**src/rtl/scarv_soc_bram_bridge_pkg.sv**
```systemverilog
// ---------------------------------------------------------------------------
// scarv_soc_bram_bridge_pkg
//   Shared definitions for the bus-to-BRAM bridge: response entry width,
//   response buffer depth, strobe width, the response entry struct and a
//   helper that forms a response from the in-flight request flags.
//   No ports; imported by the interface, the response FIFO and the top.
// ---------------------------------------------------------------------------
package scarv_soc_bram_bridge_pkg;

    localparam int RSP_W      = 33;
    localparam int FIFO_DEPTH = 2;
    localparam int STRB_W     = 4;

    typedef struct packed {
        logic        error;
        logic [31:0] rdata;
    } rsp_t;

    // Write and error responses never carry BRAM data, so the read data
    // is forced to zero whenever either flag is set.
    function automatic rsp_t makeRsp(input logic err, input logic wr, input logic [31:0] rd);
        rsp_t r;
        r.error = err;
        r.rdata = (wr || err) ? 32'h0 : rd;
        return r;
    endfunction

endpackage

```
**src/rtl/scarv_soc_bram_bridge_if.sv**
```systemverilog
// ---------------------------------------------------------------------------
// scarv_soc_bram_bridge_if
//   SoC memory-bus port: req/gnt request channel and recv/ack response
//   channel.
//   master : drives mem_req, mem_wen, mem_strb, mem_addr, mem_wdata, mem_ack
//   slave  : drives mem_gnt, mem_recv, mem_error, mem_rdata
// ---------------------------------------------------------------------------
interface scarv_soc_bram_bridge_if;
    import scarv_soc_bram_bridge_pkg::*;

    logic              mem_req;
    logic              mem_gnt;
    logic              mem_wen;
    logic [STRB_W-1:0] mem_strb;
    logic [31:0]       mem_addr;
    logic [31:0]       mem_wdata;
    logic              mem_recv;
    logic              mem_ack;
    logic              mem_error;
    logic [31:0]       mem_rdata;

    modport master (
        output mem_req, mem_wen, mem_strb, mem_addr, mem_wdata, mem_ack,
        input  mem_gnt, mem_recv, mem_error, mem_rdata
    );

    modport slave (
        input  mem_req, mem_wen, mem_strb, mem_addr, mem_wdata, mem_ack,
        output mem_gnt, mem_recv, mem_error, mem_rdata
    );

endinterface

```
**src/rtl/scarv_soc_bram_bridge_rsp_fifo.sv**
```systemverilog
// ---------------------------------------------------------------------------
// scarv_soc_bram_bridge_rsp_fifo
//   Two-entry synchronous response buffer.
//   g_clk, g_resetn : clock, asynchronous active-low reset
//   push_i, pushData_i : write an entry
//   pop_i           : drop the head entry
//   head_o          : oldest entry (meaningful while count_o > 0)
//   count_o         : number of stored entries, 0..2
// ---------------------------------------------------------------------------
module scarv_soc_bram_bridge_rsp_fifo
    import scarv_soc_bram_bridge_pkg::*;
(
    input  logic       g_clk,
    input  logic       g_resetn,
    input  logic       push_i,
    input  rsp_t       pushData_i,
    input  logic       pop_i,
    output rsp_t       head_o,
    output logic [1:0] count_o
);

    logic [RSP_W-1:0] entry_q [FIFO_DEPTH];
    logic             wrPtr_q;
    logic             rdPtr_q;
    logic [1:0]       count_q;
    logic [1:0]       count_d;

    // Occupancy only moves when exactly one of push/pop happens; a
    // simultaneous push and pop leaves it unchanged.
    always_comb begin
        count_d = count_q;
        if (push_i && !pop_i) begin
            count_d = count_q + 2'd1;
        end else if (pop_i && !push_i) begin
            count_d = count_q - 2'd1;
        end
    end

    // Pointers and occupancy are reset so buffered responses are discarded.
    always_ff @(posedge g_clk or negedge g_resetn) begin
        if (!g_resetn) begin
            wrPtr_q <= 1'b0;
            rdPtr_q <= 1'b0;
            count_q <= 2'd0;
        end else begin
            if (push_i) begin
                wrPtr_q <= ~wrPtr_q;
            end
            if (pop_i) begin
                rdPtr_q <= ~rdPtr_q;
            end
            count_q <= count_d;
        end
    end

    // Storage needs no reset: an entry is only read after it was pushed.
    always_ff @(posedge g_clk) begin
        if (push_i) begin
            entry_q[wrPtr_q] <= pushData_i;
        end
    end

    assign head_o  = rsp_t'(entry_q[rdPtr_q]);
    assign count_o = count_q;

endmodule

```
**src/rtl/scarv_soc_bram_bridge.sv**
```systemverilog
// ---------------------------------------------------------------------------
// scarv_soc_bram_bridge
//   Adapts one SoC memory-bus port onto one BRAM port, absorbing the BRAM's
//   1-cycle read latency and response backpressure with a 2-entry buffer.
//   g_clk, g_resetn : clock, asynchronous active-low reset
//   mem             : bus port (slave side of scarv_soc_bram_bridge_if)
//   bram_en/we/addr/wdata : BRAM port controls
//   bram_rdata      : BRAM read data, valid the cycle after bram_en
//   Parameters: DEPTH (bytes), WRITE_EN (0 = ROM), BASE_ADDR.
//   Optional macro SCARV_SOC_BRAM_BRIDGE_RANGE_CHECK_EN: requests outside
//   [BASE_ADDR, BASE_ADDR+DEPTH) are answered with an error and never reach
//   the BRAM; without it upper address bits alias.
// ---------------------------------------------------------------------------
module scarv_soc_bram_bridge
    import scarv_soc_bram_bridge_pkg::*;
#(
    parameter int          DEPTH     = 1024,
    parameter int          WRITE_EN  = 1,
    parameter logic [31:0] BASE_ADDR = 32'h0000_0000
) (
    input  logic                       g_clk,
    input  logic                       g_resetn,
    scarv_soc_bram_bridge_if.slave     mem,
    output logic                       bram_en,
    output logic [STRB_W-1:0]          bram_we,
    output logic [$clog2(DEPTH)-1:0]   bram_addr,
    output logic [31:0]                bram_wdata,
    input  logic [31:0]                bram_rdata
);

    localparam int LW  = $clog2(DEPTH);
    localparam bit ROM = (WRITE_EN == 0);

    logic       gntEn_q;
    logic       inflight_q, inflight_d;
    logic       inflightWr_q, inflightWr_d;
    logic       inflightErr_q, inflightErr_d;
    logic       issue;
    logic       outOfRange;
    logic       bypass;
    logic       pushRsp;
    logic       popRsp;
    logic [1:0] count;
    rsp_t       inflightRsp;
    rsp_t       headRsp;

`ifdef SCARV_SOC_BRAM_BRIDGE_RANGE_CHECK_EN
    logic [31:0] offset;
    assign offset     = mem.mem_addr - BASE_ADDR;
    assign outOfRange = (offset >= 32'(DEPTH));
`else
    logic unusedAddr;
    assign unusedAddr = &{1'b0, mem.mem_addr[31:LW], BASE_ADDR};
    assign outOfRange = 1'b0;
`endif

    // Grant only depends on registered state: at most two responses can be
    // outstanding (buffered plus in flight), which guarantees buffer space.
    assign mem.mem_gnt = gntEn_q && (({1'b0, count} + {2'b00, inflight_q}) < 3'd2);
    assign issue       = mem.mem_req && mem.mem_gnt;

    assign bram_en    = issue && !outOfRange;
    assign bram_we    = (bram_en && mem.mem_wen && !ROM) ? mem.mem_strb : '0;
    assign bram_addr  = mem.mem_addr[LW-1:0];
    assign bram_wdata = mem.mem_wdata;

    // Flags for the request whose BRAM data arrives next cycle.
    always_comb begin
        inflight_d    = issue;
        inflightWr_d  = issue && mem.mem_wen;
        inflightErr_d = issue && ((mem.mem_wen && ROM) || outOfRange);
    end

    // gntEn_q holds grant off until the first clock after reset release.
    always_ff @(posedge g_clk or negedge g_resetn) begin
        if (!g_resetn) begin
            gntEn_q       <= 1'b0;
            inflight_q    <= 1'b0;
            inflightWr_q  <= 1'b0;
            inflightErr_q <= 1'b0;
        end else begin
            gntEn_q       <= 1'b1;
            inflight_q    <= inflight_d;
            inflightWr_q  <= inflightWr_d;
            inflightErr_q <= inflightErr_d;
        end
    end

    assign inflightRsp = makeRsp(inflightErr_q, inflightWr_q, bram_rdata);
    assign bypass      = (count == 2'd0);
    assign popRsp      = !bypass && mem.mem_ack;
    assign pushRsp     = inflight_q && !(bypass && mem.mem_ack);

    // With an empty buffer the in-flight response is presented directly;
    // otherwise the buffer head is presented so ordering is preserved.
    always_comb begin
        mem.mem_recv  = 1'b0;
        mem.mem_error = 1'b0;
        mem.mem_rdata = 32'h0;
        if (!bypass) begin
            mem.mem_recv  = 1'b1;
            mem.mem_error = headRsp.error;
            mem.mem_rdata = headRsp.rdata;
        end else if (inflight_q) begin
            mem.mem_recv  = 1'b1;
            mem.mem_error = inflightRsp.error;
            mem.mem_rdata = inflightRsp.rdata;
        end
    end

    scarv_soc_bram_bridge_rsp_fifo uRspFifo (
        .g_clk      (g_clk),
        .g_resetn   (g_resetn),
        .push_i     (pushRsp),
        .pushData_i (inflightRsp),
        .pop_i      (popRsp),
        .head_o     (headRsp),
        .count_o    (count)
    );

endmodule

```
**src/flat_wrapper.sv**
```systemverilog
// flat-port wrapper written by rule: the top's interface ports become plain ports
module scarv_soc_bram_bridge_flat import scarv_soc_bram_bridge_pkg::*;
#(
    parameter int          DEPTH     = 1024,
    parameter int          WRITE_EN  = 1,
    parameter logic [31:0] BASE_ADDR = 32'h0000_0000
)
  (g_clk, g_resetn, bram_en, bram_we, bram_addr, bram_wdata, bram_rdata, mem_mem_req, mem_mem_wen, mem_mem_strb, mem_mem_addr, mem_mem_wdata, mem_mem_ack, mem_mem_gnt, mem_mem_recv, mem_mem_error, mem_mem_rdata);
  scarv_soc_bram_bridge_if mem_i ();
  input  logic g_clk;
  input  logic g_resetn;
  output logic bram_en;
  output logic [STRB_W-1:0] bram_we;
  output logic [$clog2(DEPTH)-1:0] bram_addr;
  output logic [31:0] bram_wdata;
  input  logic [31:0] bram_rdata;
  input wire logic [$bits(mem_i.mem_req)-1:0] mem_mem_req;
  input wire logic [$bits(mem_i.mem_wen)-1:0] mem_mem_wen;
  input wire logic [$bits(mem_i.mem_strb)-1:0] mem_mem_strb;
  input wire logic [$bits(mem_i.mem_addr)-1:0] mem_mem_addr;
  input wire logic [$bits(mem_i.mem_wdata)-1:0] mem_mem_wdata;
  input wire logic [$bits(mem_i.mem_ack)-1:0] mem_mem_ack;
  output wire logic [$bits(mem_i.mem_gnt)-1:0] mem_mem_gnt;
  output wire logic [$bits(mem_i.mem_recv)-1:0] mem_mem_recv;
  output wire logic [$bits(mem_i.mem_error)-1:0] mem_mem_error;
  output wire logic [$bits(mem_i.mem_rdata)-1:0] mem_mem_rdata;
  assign mem_i.mem_req = mem_mem_req;
  assign mem_i.mem_wen = mem_mem_wen;
  assign mem_i.mem_strb = mem_mem_strb;
  assign mem_i.mem_addr = mem_mem_addr;
  assign mem_i.mem_wdata = mem_mem_wdata;
  assign mem_i.mem_ack = mem_mem_ack;
  assign mem_mem_gnt = mem_i.mem_gnt;
  assign mem_mem_recv = mem_i.mem_recv;
  assign mem_mem_error = mem_i.mem_error;
  assign mem_mem_rdata = mem_i.mem_rdata;
  scarv_soc_bram_bridge #(.DEPTH(DEPTH), .WRITE_EN(WRITE_EN), .BASE_ADDR(BASE_ADDR)) u_core (.g_clk(g_clk), .g_resetn(g_resetn), .mem(mem_i), .bram_en(bram_en), .bram_we(bram_we), .bram_addr(bram_addr), .bram_wdata(bram_wdata), .bram_rdata(bram_rdata));
endmodule
```
**config.mk**
```make
export PLATFORM = sky130hd
export DESIGN_NAME = scarv_soc_bram_bridge_flat
export DESIGN_NICKNAME = d
export VERILOG_FILES = /design/src/rtl/scarv_soc_bram_bridge_pkg.sv /design/src/rtl/scarv_soc_bram_bridge_if.sv /design/src/rtl/scarv_soc_bram_bridge_rsp_fifo.sv /design/src/rtl/scarv_soc_bram_bridge.sv /design/src/flat_wrapper.sv
export SDC_FILE = /design/constraint.sdc
export NUM_CORES = 1
export LEC_CHECK = 0
export BUFFER_PORTS_ARGS = -buffer_cell sky130_fd_sc_hd__buf_2
export CORE_UTILIZATION = 45
export CTS_BUF_LIST = sky130_fd_sc_hd__clkbuf_2
export DETAILED_ROUTE_END_ITERATION = 6
export PLACE_DENSITY = 0.92
export SETUP_SLACK_MARGIN = 0.05
export SLEW_MARGIN = 20
export SYNTH_ARGS = -nofsm -noshare
export SYNTH_HDL_FRONTEND = slang
export SYNTH_SLANG_ARGS = --single-unit
```
**constraint.sdc**
```tcl
create_clock -name g_clk -period 6.83 [get_ports g_clk]
set_input_delay 1.366 -clock g_clk [delete_from_list [all_inputs] [get_ports g_clk]]
set_output_delay 1.366 -clock g_clk [all_outputs]
set_load 0.05 [all_outputs]
```
Word level (Yosys, flattened, before mapping)
Memories as Yosys holds them, arrays and structs flattened. Index checks and enable logic that the tools add are counted.

Bits in registers: 7. Bits in writable memories: 64. Bits of input ports: 105. Output and inout bits: 82. Word-level logic and storage cells: 38. Memories kept: 1.

Memories: u_core.uRspFifo.entry_q (depth 2, width 32, rd ports 1, clocked after Yosys merged registers in 0, write ports 1, line scarv_soc_bram_bridge_rsp_fifo.sv:22) `logic [RSP_W-1:0] entry_q [FIFO_DEPTH];`.

Add/subtract/negate cells: 3. $lt $le $gt $ge: 1. Mux-type cells: 11. Bitwise logic cells: 2. Reductions and logical operators: 14.

Operator list (count): $mux 32 (3); $logic_and 1x1->1 (8); $mux 1 (5); $logic_not 1->1 (4); $mux 2 (2); $mux 4 (1); $add 2x1->3 (1); $lt 3x2->1 const B (1); $add 2x1->2 const B (1); $logic_not 2->1 (1); $not 1->1 (2); $reduce_bool 2->1 (1); $sub 2x1->2 const B (1).

Depth between registers and ports, before layout
Gate-level depths: netlist (run 1).

Depth in word-level cells: 8. Depth in mapped cells: 5. Gate-level depth less buffers: 3.

Modules after synthesis
Synthesis (run 1) repeated with hierarchy kept, for this count alone.

Cell total of the unflattened synthesis: 300. Area total of the unflattened synthesis: 4149.0 µm².

By module, submodules not included: scarv_soc_bram_bridge_rsp_fifo (instances 1, cells an instance 117, area each 2710.1 µm², sequential area each 2082.0 µm²); scarv_soc_bram_bridge (instances 1, cells an instance 183, area each 1438.9 µm², sequential area each 75.1 µm²).

Worst setup path before layout (run 1)
No wires, ideal clock.

Path type: input-to-output. Start: in mem_mem_req. End: out bram_we[0]. Data arrival time: 2.231 ns. Data required time: 5.464 ns. Setup slack: 3.233 ns. Stages: 2. Cells stage by stage: and4b_4 > and3_1.

Cells in the longest elaborated chain, start to end: 3.

Ends and longest elaborated chain: start, declared (line flat_wrapper.sv:17) `input wire logic [$bits(mem_i.mem_req)-1:0] mem_mem_req;`; $logic_and 1x1->1 (line scarv_soc_bram_bridge.sv:60) `assign issue = mem.mem_req && mem.mem_gnt;`; $logic_and 1x1->1 (line scarv_soc_bram_bridge.sv:63) `assign bram_we = (bram_en && mem.mem_wen && !ROM) ? mem.mem_strb : '0;`; $mux 4 (line scarv_soc_bram_bridge.sv:63); end, declared (line flat_wrapper.sv:13) `output logic [STRB_W-1:0] bram_we;`.

Every way passes these cells.

Worst setup path after layout (run 1)
Start: reg u_core.uRspFifo.count_q[1], in the netlist u_core.uRspFifo.count_o[1]. End: out mem_mem_rdata[16].

Cells in the longest elaborated chain, start to end: 2.

Ends and longest elaborated chain: start, declared (line scarv_soc_bram_bridge_rsp_fifo.sv:25) `logic [1:0] count_q;`; start signal, assigned (line scarv_soc_bram_bridge_rsp_fifo.sv:52) `count_q <= count_d;`; $logic_not 2->1 (line scarv_soc_bram_bridge.sv:90) `assign bypass = (count == 2'd0);`; $mux 32 (line scarv_soc_bram_bridge.sv:100) `if (!bypass) begin`; end, declared (line flat_wrapper.sv:26) `output wire logic [$bits(mem_i.mem_rdata)-1:0] mem_mem_rdata;`.

Every way passes these cells.

==> results.sh, run 1 <==
export IMPL_synth_most_common_cell="edfxtp_1"
export IMPL_drt_first_pass_iters=4
export IMPL_antenna_found_initial=0
export IMPL_layout_drive_gt1_share=0.314
export IMPL_num_vias=2178
export IMPL_hold_path_class="flip-flop to flip-flop"
export IMPL_holdBufCountCts=0
export IMPL_drt_initial_drc_count=86
export IMPL_cts_sinks=71
export IMPL_arrival_ns=2.32
export IMPL_num_fill_cells=696
export IMPL_overflow=0
export IMPL_leakagePower_uw=0.00152
export IMPL_clk_pin_slew_ns=0.18
export IMPL_synth_area_leaders="edfxtp_1, buf_4, mux2i_1, nor2b_1, dfrtp_1"
export IMPL_drt_vias_per_instance=5.10
export IMPL_synth_seq_cells=71
export IMPL_route_detailed_drc=0
export IMPL_antenna_cells=0
export IMPL_layout_worst_path_cycle_share=0.540
export IMPL_dieHeight_um=90.8
export IMPL_synth_ff_type="edfxtp_1"
export IMPL_maxCapViolCount=0
export IMPL_crit_type="flip-flop to primary output"
export IMPL_die_x_um=90.8
export IMPL_wire_per_inst_um=14.5
export IMPL_outcome="finished clean"
export IMPL_rsz0062_at_grt="no"
export IMPL_synth_common_cells="edfxtp_1, buf_4, nor2b_1"
export IMPL_clock_tree_root_cell="clkbuf_2"
export IMPL_irDropWorstVdd_v=0.000180
export IMPL_netlist_area_sq_mm=0.00355
export IMPL_syn2layout_area_growth_pct=6.34
export IMPL_tns_ns=0
export IMPL_grt_first_pass_wirelength_um=10200
export IMPL_io_buffers=79
export IMPL_cp_max_fo=34
export IMPL_nNetsFinal=425
export IMPL_ctsResizeCount=0
export IMPL_hpwl_um=3920
export IMPL_fmaxAchievable_mhz=271
export IMPL_clk_insertion_delay_late_ns=0.46
export IMPL_coreArea_sq_mm=0.00769
export IMPL_tightest_slew_ns=0.982
export IMPL_syn_nets=394
export IMPL_gp_congestion=0.668
export IMPL_numCtsBuffers=9
export IMPL_postCtsSetupBuffers=0
export IMPL_synthArstFlopShare=0.0986
export IMPL_ys_warn_count=0
export IMPL_setup_viol=0
export IMPL_avgSynthCellArea_sq_um=12.3
export IMPL_cp_start_kind="flip-flop"
export IMPL_min_period_ns=3.68
export IMPL_num_rows=32
export IMPL_cts_tree="built"
export IMPL_p_total_uw=1180
export IMPL_first_global_vias=2135
export IMPL_grt_max_degree=39
export IMPL_boundaryPins=187
export IMPL_skew_ns=0.0296
export IMPL_crit_required_ns=5.46
export IMPL_initial_core_util=0.462
export IMPL_yosysSeqAreaShare=0.591
export IMPL_synth_distinct_cells=28
export IMPL_slew_headroom=0.345
export IMPL_syn_inst=289
export IMPL_cts_buffer_depth=2
export IMPL_cts_max_level=3
export IMPL_dieArea_sq_mm=0.00825
export IMPL_track_usage=0.159
export IMPL_detail_route_wirelength_um=6200
export IMPL_finish_utilization=0.491
export IMPL_synth_edf_count=64
export IMPL_end_kind="primary output"
export IMPL_drtAntennaViolNets=0
export IMPL_synth_top_area_share=0.541
export IMPL_p_per_area_mw_per_mm2=312
export IMPL_yosys_area_top_type="edfxtp_1"
export IMPL_maxSlewViolCount=0
export IMPL_finalHoldViolations=0
==> cell type report <==
cell class / instances / area, sq um / share of cell area
Timing Repair Buffer: 81 / 430 / 0.114
Multi-Input combinational cell: 156 / 1040 / 0.274
Inverter: 1 / 3.75 / 0.000994
Tap cell: 102 / 128 / 0.0338
Clock buffer: 13 / 65.1 / 0.0172
Clock inverter: 3 / 12.5 / 0.00331
Sequential cell: 71 / 2100 / 0.556
==> per-stage QoR <==
stage	instance area [sq um]	hold WS, ns	setup slack (ns)	std cells
after floorplan	3550	0.467	3.23	289
after global placement	3670	0.534	3.27	410
after detailed placement	3700	0.550	3.27	411
after CTS	3770	0.572	3.05	427
after global routing	3770	0.605	2.83	427
final	3770	0.572	3.15	427
==> cells in the final DEF (no fill, tap or decap), types with 2 or more instances in the layout <==
cell type / count
buf_2: 79
edfxtp_1: 64
nor2b_1: 34
mux2i_1: 32
nand3_1: 32
o21ai_0: 23
clkbuf_2: 13
o21ai_1: 10
dfrtp_1: 5
and3_1: 4
nor2_4: 3
nand2b_1: 2
a21oi_1: 2
xnor2_1: 2
conb_1: 2
clkinv_1: 2
dfrtp_2: 2
==> worst paths after layout <==
kind | from | end | slack, ns | cells after the start
worst max-delay path | u_core.uRspFifo.count_o[1] | mem_mem_rdata[16] | 3.15 | 5
worst min-delay path | u_core.uRspFifo.wrPtr_q | u_core.uRspFifo.wrPtr_q | 0.57 | 1
worst max register to register | u_core.inflight_q | u_core.uRspFifo.entry_q[0][29] | 4.74 | 3
worst min register to register | u_core.uRspFifo.wrPtr_q | u_core.uRspFifo.wrPtr_q | 0.57 | 1
max in group asynchronous | g_resetn | u_core.inflightWr_q | 5.95 | 1
min in group asynchronous | g_resetn | u_core.gntEn_q | 0.69 | 1
==> flip-flops by register name, summed over array words and instances, names as in the netlist <==
register / cells
u_core.uRspFifo.entry_q: 64
u_core.inflight_q: 1
u_core.gntEn_q: 1
u_core.uRspFifo.rdPtr_q: 1
u_core.uRspFifo.count_o: 2
u_core.uRspFifo.wrPtr_q: 1
u_core.inflightWr_q: 1
==> critical path: stages (launching register included) <==
cell     delay, ns
dfrtp_1       0.54
nor2_4        0.57
buf_16        0.25
nand3_1       0.09
o21ai_0       0.10
buf_2         0.29
==> power by group <==
part | total (uW) | leakage (uW) | internal, uW | switching [uW]
Combinational | 407 | 0.000793 | 134 | 273
Sequential | 585 | 0.000671 | 518 | 66.9
Clock | 184 | 0.0000610 | 51.6 | 133
==> layer usage <==
layer	global-route usage	part of all wire	up-vias
li1	-	-	1059
met1	0.188	0.43	1016
met2	0.269	0.48	83
met5	0	0	-
met3	0.0547	0.070	20
met4	0.0582	0.017	0
==> cell families after synthesis <==
kind of cell | Yosys count | share of synthesized area
AOI/OAI and AO/OA | 38 | 0.0557
xor gates and xnor gates | 2 | 0.00494
buffers and inverters | 62 | 0.122
DFF | 71 | 0.591
muxes | 32 | 0.0902
other | 2 | 0.00212
and+or+nand+nor | 82 | 0.135
Note: power is estimated with default switching activity, not from simulation.
==> inputs of run 2 (changes only) <==
--- a/config.mk
+++ b/config.mk
@@ -5,11 +5,12 @@
 export SDC_FILE = /design/constraint.sdc
 export NUM_CORES = 1
 export LEC_CHECK = 0
+export ABC_AREA = 1
 export BUFFER_PORTS_ARGS = -buffer_cell sky130_fd_sc_hd__buf_2
 export CORE_UTILIZATION = 45
 export CTS_BUF_LIST = sky130_fd_sc_hd__clkbuf_2
 export DETAILED_ROUTE_END_ITERATION = 6
-export PLACE_DENSITY = 0.92
+export PLACE_DENSITY = 0.91
 export SETUP_SLACK_MARGIN = 0.05
 export SLEW_MARGIN = 20
 export SYNTH_ARGS = -nofsm -noshare
==> constraint.sdc (replaced) <==
create_clock -name g_clk -period 3.84 [get_ports g_clk]
set_input_delay 0.768 -clock g_clk [delete_from_list [all_inputs] [get_ports g_clk]]
set_output_delay 0.768 -clock g_clk [all_outputs]
set_load 0.05 [all_outputs]
==> results.sh, run 2 <==
export IMPL_outcome="finished clean"
export IMPL_overflow=0
export IMPL_detail_route_wirelength_um=7510
export IMPL_dieHeight_um=92.2
export IMPL_netlist_area_sq_mm=0.00366
export IMPL_die_x_um=92.2
export IMPL_r2r_end="u_core.uRspFifo.entry_q[0][24]"
export IMPL_ctsResizeCount=0
export IMPL_numCtsBuffers=9
export IMPL_synth_seq_cells=71
export IMPL_synth_edf_count=64
export IMPL_yosys_area_top_type="edfxtp_1"
export IMPL_clk_insertion_delay_late_ns=0.48
export IMPL_cts_tree="built"
export IMPL_layout_common_cells="buf_2, edfxtp_1, inv_1"
export IMPL_boundaryPins=187
export IMPL_route_detailed_drc=0
export IMPL_setup_viol=0
export IMPL_largest_reg_flops=64
export IMPL_hold_path_class="input port to asynchronous set/reset pin"
export IMPL_yosysSeqAreaShare=0.573
export IMPL_coreArea_sq_mm=0.00781
export IMPL_layout_drive_gt1_share=0.352
export IMPL_antenna_cells=0
export IMPL_grt_max_degree=35
export IMPL_cts_max_level=3
export IMPL_arrival_ns=2.48
export IMPL_fmaxAchievable_mhz=308
export IMPL_cp_slowest_cell="nand2_2"
export IMPL_num_fill_cells=719
export IMPL_grt_first_pass_wirelength_um=11800
export IMPL_cp_max_fo=32
export IMPL_synth_ff_type="edfxtp_1"
export IMPL_avgSynthCellArea_sq_um=10.8
export IMPL_seqCellArea_sq_mm=0.00210
export IMPL_synthArstFlopShare=0.0986
export IMPL_crit_required_ns=3.07
export IMPL_syn_inst=339
export IMPL_maxCapViolCount=0
export IMPL_finish_utilization=0.503
export IMPL_postCtsSetupBuffers=0
export IMPL_skew_ns=0.0315
export IMPL_tightest_slew_ns=0.987
export IMPL_antenna_found_initial=0
export IMPL_synth_common_cells="edfxtp_1, inv_1, nand2_1"
export IMPL_wire_per_inst_um=15.6
export IMPL_nNetsFinal=478
export IMPL_maxSlewViolCount=0
export IMPL_gp_congestion=0.767
export IMPL_hpwl_um=5100
export IMPL_drtAntennaViolNets=0
export IMPL_end_kind="primary output"
export IMPL_drt_initial_drc_count=92
export IMPL_final_common_cell="buf_2"
export IMPL_leakagePower_uw=0.00179
export IMPL_crit_type="flip-flop to primary output"
export IMPL_rrSetupSlack_ns=1.89
export IMPL_worstPathCellList="nor2_2, nand2_2, o22ai_1, buf_2"
export IMPL_initial_core_util=0.469
export IMPL_synth_most_common_cell="edfxtp_1"
export IMPL_p_per_area_mw_per_mm2=878
export IMPL_multi_input_area_sq_um=950
export IMPL_synth_area_leaders="edfxtp_1, o22ai_2, buf_4, dfrtp_1, inv_1"
export IMPL_layout_worst_path_cycle_share=0.846
export IMPL_cp_start_kind="flip-flop"
export IMPL_irDropWorstVdd_v=0.000402
export IMPL_synth_distinct_cells=23
export IMPL_num_rows=32
export IMPL_first_global_vias=2409
export IMPL_r2r_cells=5
export IMPL_cts_buffer_depth=2
export IMPL_io_buffers=79
export IMPL_slew_headroom=0.340
export IMPL_drt_first_pass_iters=4
export IMPL_num_vias=2458
export IMPL_dieArea_sq_mm=0.00849
export IMPL_min_period_ns=3.25
export IMPL_regMostFlops="u_core.uRspFifo.entry_q"
export IMPL_syn_nets=444
export IMPL_critPathBufInv=1
export IMPL_finalHoldViolations=0
export IMPL_timing_rr_start="u_core.uRspFifo.count_o[0]"
export IMPL_syn2layout_area_growth_pct=7.39
export IMPL_clk_pin_slew_ns=0.18
export IMPL_synth_top_area_share=0.525
export IMPL_cp_slowest_stage_delay_ns=0.56
export IMPL_track_usage=0.183
export IMPL_holdBufCountCts=0
export IMPL_drt_vias_per_instance=5.12
export IMPL_clock_tree_root_cell="clkbuf_2"
export IMPL_tns_ns=0
export IMPL_cts_sinks=71
export IMPL_critPathTopFamily="simple AND/OR/NAND/NOR gates"
export IMPL_rsz0062_at_grt="no"
export IMPL_ys_warn_count=0
==> run 2: cell types whose count changed in the layout (fill, tap and decap cells not counted), sizes merged, moves of 29 or more <==
cell   previous run  this run
nand3            32         3
mux2i            32         0
nor2              4        40
o22ai             1        32
nand2             1        46
nor2b            34         0
inv               1        48
==> run 2: logic make-up (layout without fill, tap and decap cells) <==
logic type	Yosys count	count (layout)	synth area share
flip-flops	71	71	0.573
AO/OA/AOI/OAI	66	66	0.153
XOR/XNOR	1	1	0.00239
buffers and inverters	107	146	0.169
other	2	2	0.00205
AND/OR/NAND/NOR	92	92	0.101
==> run 2: per-layer routing <==
layer  wire length [um]  up-vias  global-route usage
li1                   -     1156                   -
met1               3050     1174               0.204
met2               3750      106               0.328
met3                522       22              0.0423
met4                184        0              0.0846
met5                  0        -                   0
==> run 2: how the worst max path moves through the flow <==
stage                                           from                            end  cells past startpoint
after floorplan                          mem_mem_ack  u_core.uRspFifo.entry_q[1][0]                      3
after global placement       u_core.uRspFifo.rdPtr_q               mem_mem_rdata[8]                      5
after detailed placement     u_core.uRspFifo.rdPtr_q               mem_mem_rdata[9]                      5
after CTS                    u_core.uRspFifo.rdPtr_q              mem_mem_rdata[14]                      5
after global routing      u_core.uRspFifo.count_o[0]              mem_mem_rdata[26]                      4
final                     u_core.uRspFifo.count_o[0]              mem_mem_rdata[26]                      4
==> run 2: power by group <==
| group | internal, uW | switching [uW] | total (uW) |
|---|---|---|---|
| sequential | 966 | 42.3 | 1010 |
| combinational | 445 | 1470 | 1920 |
| clock | 277 | 247 | 525 |
==> run 2: layout make-up <==
cell class | count | area share
Sequential cell | 71 | 0.534
Multi-Input combinational cell | 161 | 0.242
Timing Repair Buffer | 82 | 0.106
Inverter | 48 | 0.0459
Tap cell | 102 | 0.0325
Clock inverter | 7 | 0.0283
Clock buffer | 9 | 0.0115
==> run 2: worst reg2reg max path: cells and delay by family (launching register included) <==
kind	cells	cell delay, ns
simple gates	3	0.28
buf+inv	2	0.86
flops	1	0.50
==> run 2: per-stage QoR <==
| step | total power (uW) | instance area (sq um) | worst slack (ns) | hold slack (ns) | std cells |
|---|---|---|---|---|---|
| floorplan | 2730 | 3660 | 1.16 | 0.442 | 339 |
| global placement | 2910 | 3770 | 1.06 | 0.455 | 464 |
| detailed placement | 2960 | 3770 | 0.982 | 0.495 | 464 |
| CTS | 3490 | 3930 | 0.410 | 0.0337 | 480 |
| global route | 3630 | 3930 | 0.378 | 0.0445 | 480 |
| finish | 3450 | 3930 | 0.591 | 0.0964 | 480 |
==> inputs of run 3 (changes only) <==
==> constraint.sdc (replaced) <==
create_clock -name g_clk -period 3.15 [get_ports g_clk]
set_input_delay 0.63 -clock g_clk [delete_from_list [all_inputs] [get_ports g_clk]]
set_output_delay 0.63 -clock g_clk [all_outputs]
set_load 0.05 [all_outputs]
==> results.sh, run 3 (synthesized netlist as in run 2, its figures left out) <==
export IMPL_grt_first_pass_wirelength_um=12000
export IMPL_cp_start_kind="flip-flop"
export IMPL_end_kind="primary output"
export IMPL_finalHoldViolations=0
export IMPL_finish_utilization=0.511
export IMPL_grt_max_degree=35
export IMPL_drt_first_pass_iters=4
export IMPL_syn2layout_area_growth_pct=8.99
export IMPL_layout_common_cells="buf_2, edfxtp_1, inv_1"
export IMPL_cts_sinks=71
export IMPL_setup_viol=0
export IMPL_initial_core_util=0.469
export IMPL_hpwl_um=5420
export IMPL_largest_reg_flops=64
export IMPL_route_detailed_drc=0
export IMPL_clock_tree_root_cell="clkbuf_2"
export IMPL_holdBufCountCts=1
export IMPL_postCtsSetupBuffers=0
export IMPL_clk_pin_slew_ns=0.18
export IMPL_drt_initial_drc_count=178
export IMPL_slew_headroom=0.518
export IMPL_cts_tree="built"
export IMPL_boundaryPins=187
export IMPL_first_global_vias=2461
export IMPL_cts_buffer_depth=2
export IMPL_ctsResizeCount=0
export IMPL_final_common_cell="buf_2"
export IMPL_numCtsBuffers=9
export IMPL_crit_required_ns=2.52
export IMPL_min_period_ns=2.91
export IMPL_dieHeight_um=92.2
export IMPL_nNetsFinal=484
export IMPL_outcome="finished clean"
export IMPL_hp_start="mem_mem_req"
export IMPL_num_rows=32
export IMPL_cts_max_level=3
export IMPL_r2r_cells=5
export IMPL_num_fill_cells=712
export IMPL_io_buffers=79
export IMPL_tightest_slew_ns=0.722
export IMPL_antenna_found_initial=0
export IMPL_overflow=0
export IMPL_layout_worst_path_cycle_share=0.923
export IMPL_coreArea_sq_mm=0.00781
export IMPL_leakagePower_uw=0.00182
export IMPL_cp_max_fo=17
export IMPL_fmaxAchievable_mhz=344
export IMPL_p_per_area_mw_per_mm2=1070
export IMPL_antenna_cells=0
export IMPL_skew_ns=0.0320
export IMPL_die_x_um=92.2
export IMPL_dieArea_sq_mm=0.00849
export IMPL_rrSetupSlack_ns=1.29
export IMPL_regMostFlops="u_core.uRspFifo.entry_q"
export IMPL_holdPathStages=3
export IMPL_tns_ns=0
export IMPL_detail_route_wirelength_um=7830
export IMPL_rsz0062_at_grt="no"
export IMPL_startpoint="u_core.uRspFifo.count_o[0]"
export IMPL_maxSlewViolCount=0
export IMPL_crit_type="flip-flop to primary output"
export IMPL_drt_vias_per_instance=5.09
export IMPL_track_usage=0.188
export IMPL_timing_rr_start="u_core.uRspFifo.count_o[0]"
export IMPL_drtAntennaViolNets=0
export IMPL_arrival_ns=2.28
export IMPL_layout_drive_gt1_share=0.354
export IMPL_clk_insertion_delay_late_ns=0.49
export IMPL_hold_path_class="input port to flip-flop"
export IMPL_gp_congestion=0.725
export IMPL_irDropWorstVdd_v=0.000492
export IMPL_num_vias=2475
export IMPL_wire_per_inst_um=16.1
export IMPL_maxCapViolCount=0
## run 3: changes by cell type in the layout (fill, tap and decap cells not counted), sizes merged
cell / change
buf: +5
clkinv: -1
dlygate4sd3: +1
inv: +1
## run 3: power by group
part,total [uW],internal [uW],switching (uW)
Clock,650,338,311
Combinational,2390,575,1810
Sequential,1230,1180,52.8
Total,4270,2090,2180
## run 3: final timing paths
check | to
worst max-delay path | mem_mem_rdata[4]
worst min-delay path | u_core.inflight_q
worst max register to register | u_core.uRspFifo.entry_q[1][3]
worst min register to register | u_core.uRspFifo.wrPtr_q
max in group asynchronous | u_core.uRspFifo.count_o[0]
min in group asynchronous | u_core.inflightWr_q
## run 3: worst max-delay path, stage by stage, from the launching register on
cell     delay (ns)
dfrtp_1        0.49
nor2_2         0.19
nand2_2        0.36
buf_4          0.34
o22ai_2        0.16
buf_2          0.28
## run 3: metal layers
metal | routed length [um] | track usage | up-vias | share of wire
li1 | - | - | 1165 | -
met4 | 176 | 0.0859 | 0 | 0.022
met3 | 584 | 0.0481 | 22 | 0.075
met2 | 4000 | 0.334 | 123 | 0.51
met1 | 3070 | 0.210 | 1165 | 0.39
met5 | 0 | 0 | - | 0
## run 3: cell type report
type | instances | area, sq um | share of cell area
tap | 102 | 128 | 0.0320
clock inverter | 7 | 110 | 0.0276
multi-input combinational | 161 | 950 | 0.238
inverter | 48 | 180 | 0.0452
sequential | 71 | 2100 | 0.526
clock buffer | 9 | 45.0 | 0.0113
timing repair buffer | 88 | 478 | 0.120
## run 3: per-stage QoR
stage	hold WS (ns)	cell area [sq um]	cells	setup slack [ns]	power, uW
4_1_cts	0.312	3990	486	0.189	4300
5_1_grt	0.328	3990	486	0.0826	4480
2_1_floorplan	0.334	3660	339	0.611	3330
3_3_place_gp	0.455	3820	469	0.802	3580
6_report	0.374	3990	486	0.241	4270
3_5_place_dp	0.471	3820	469	0.767	3650
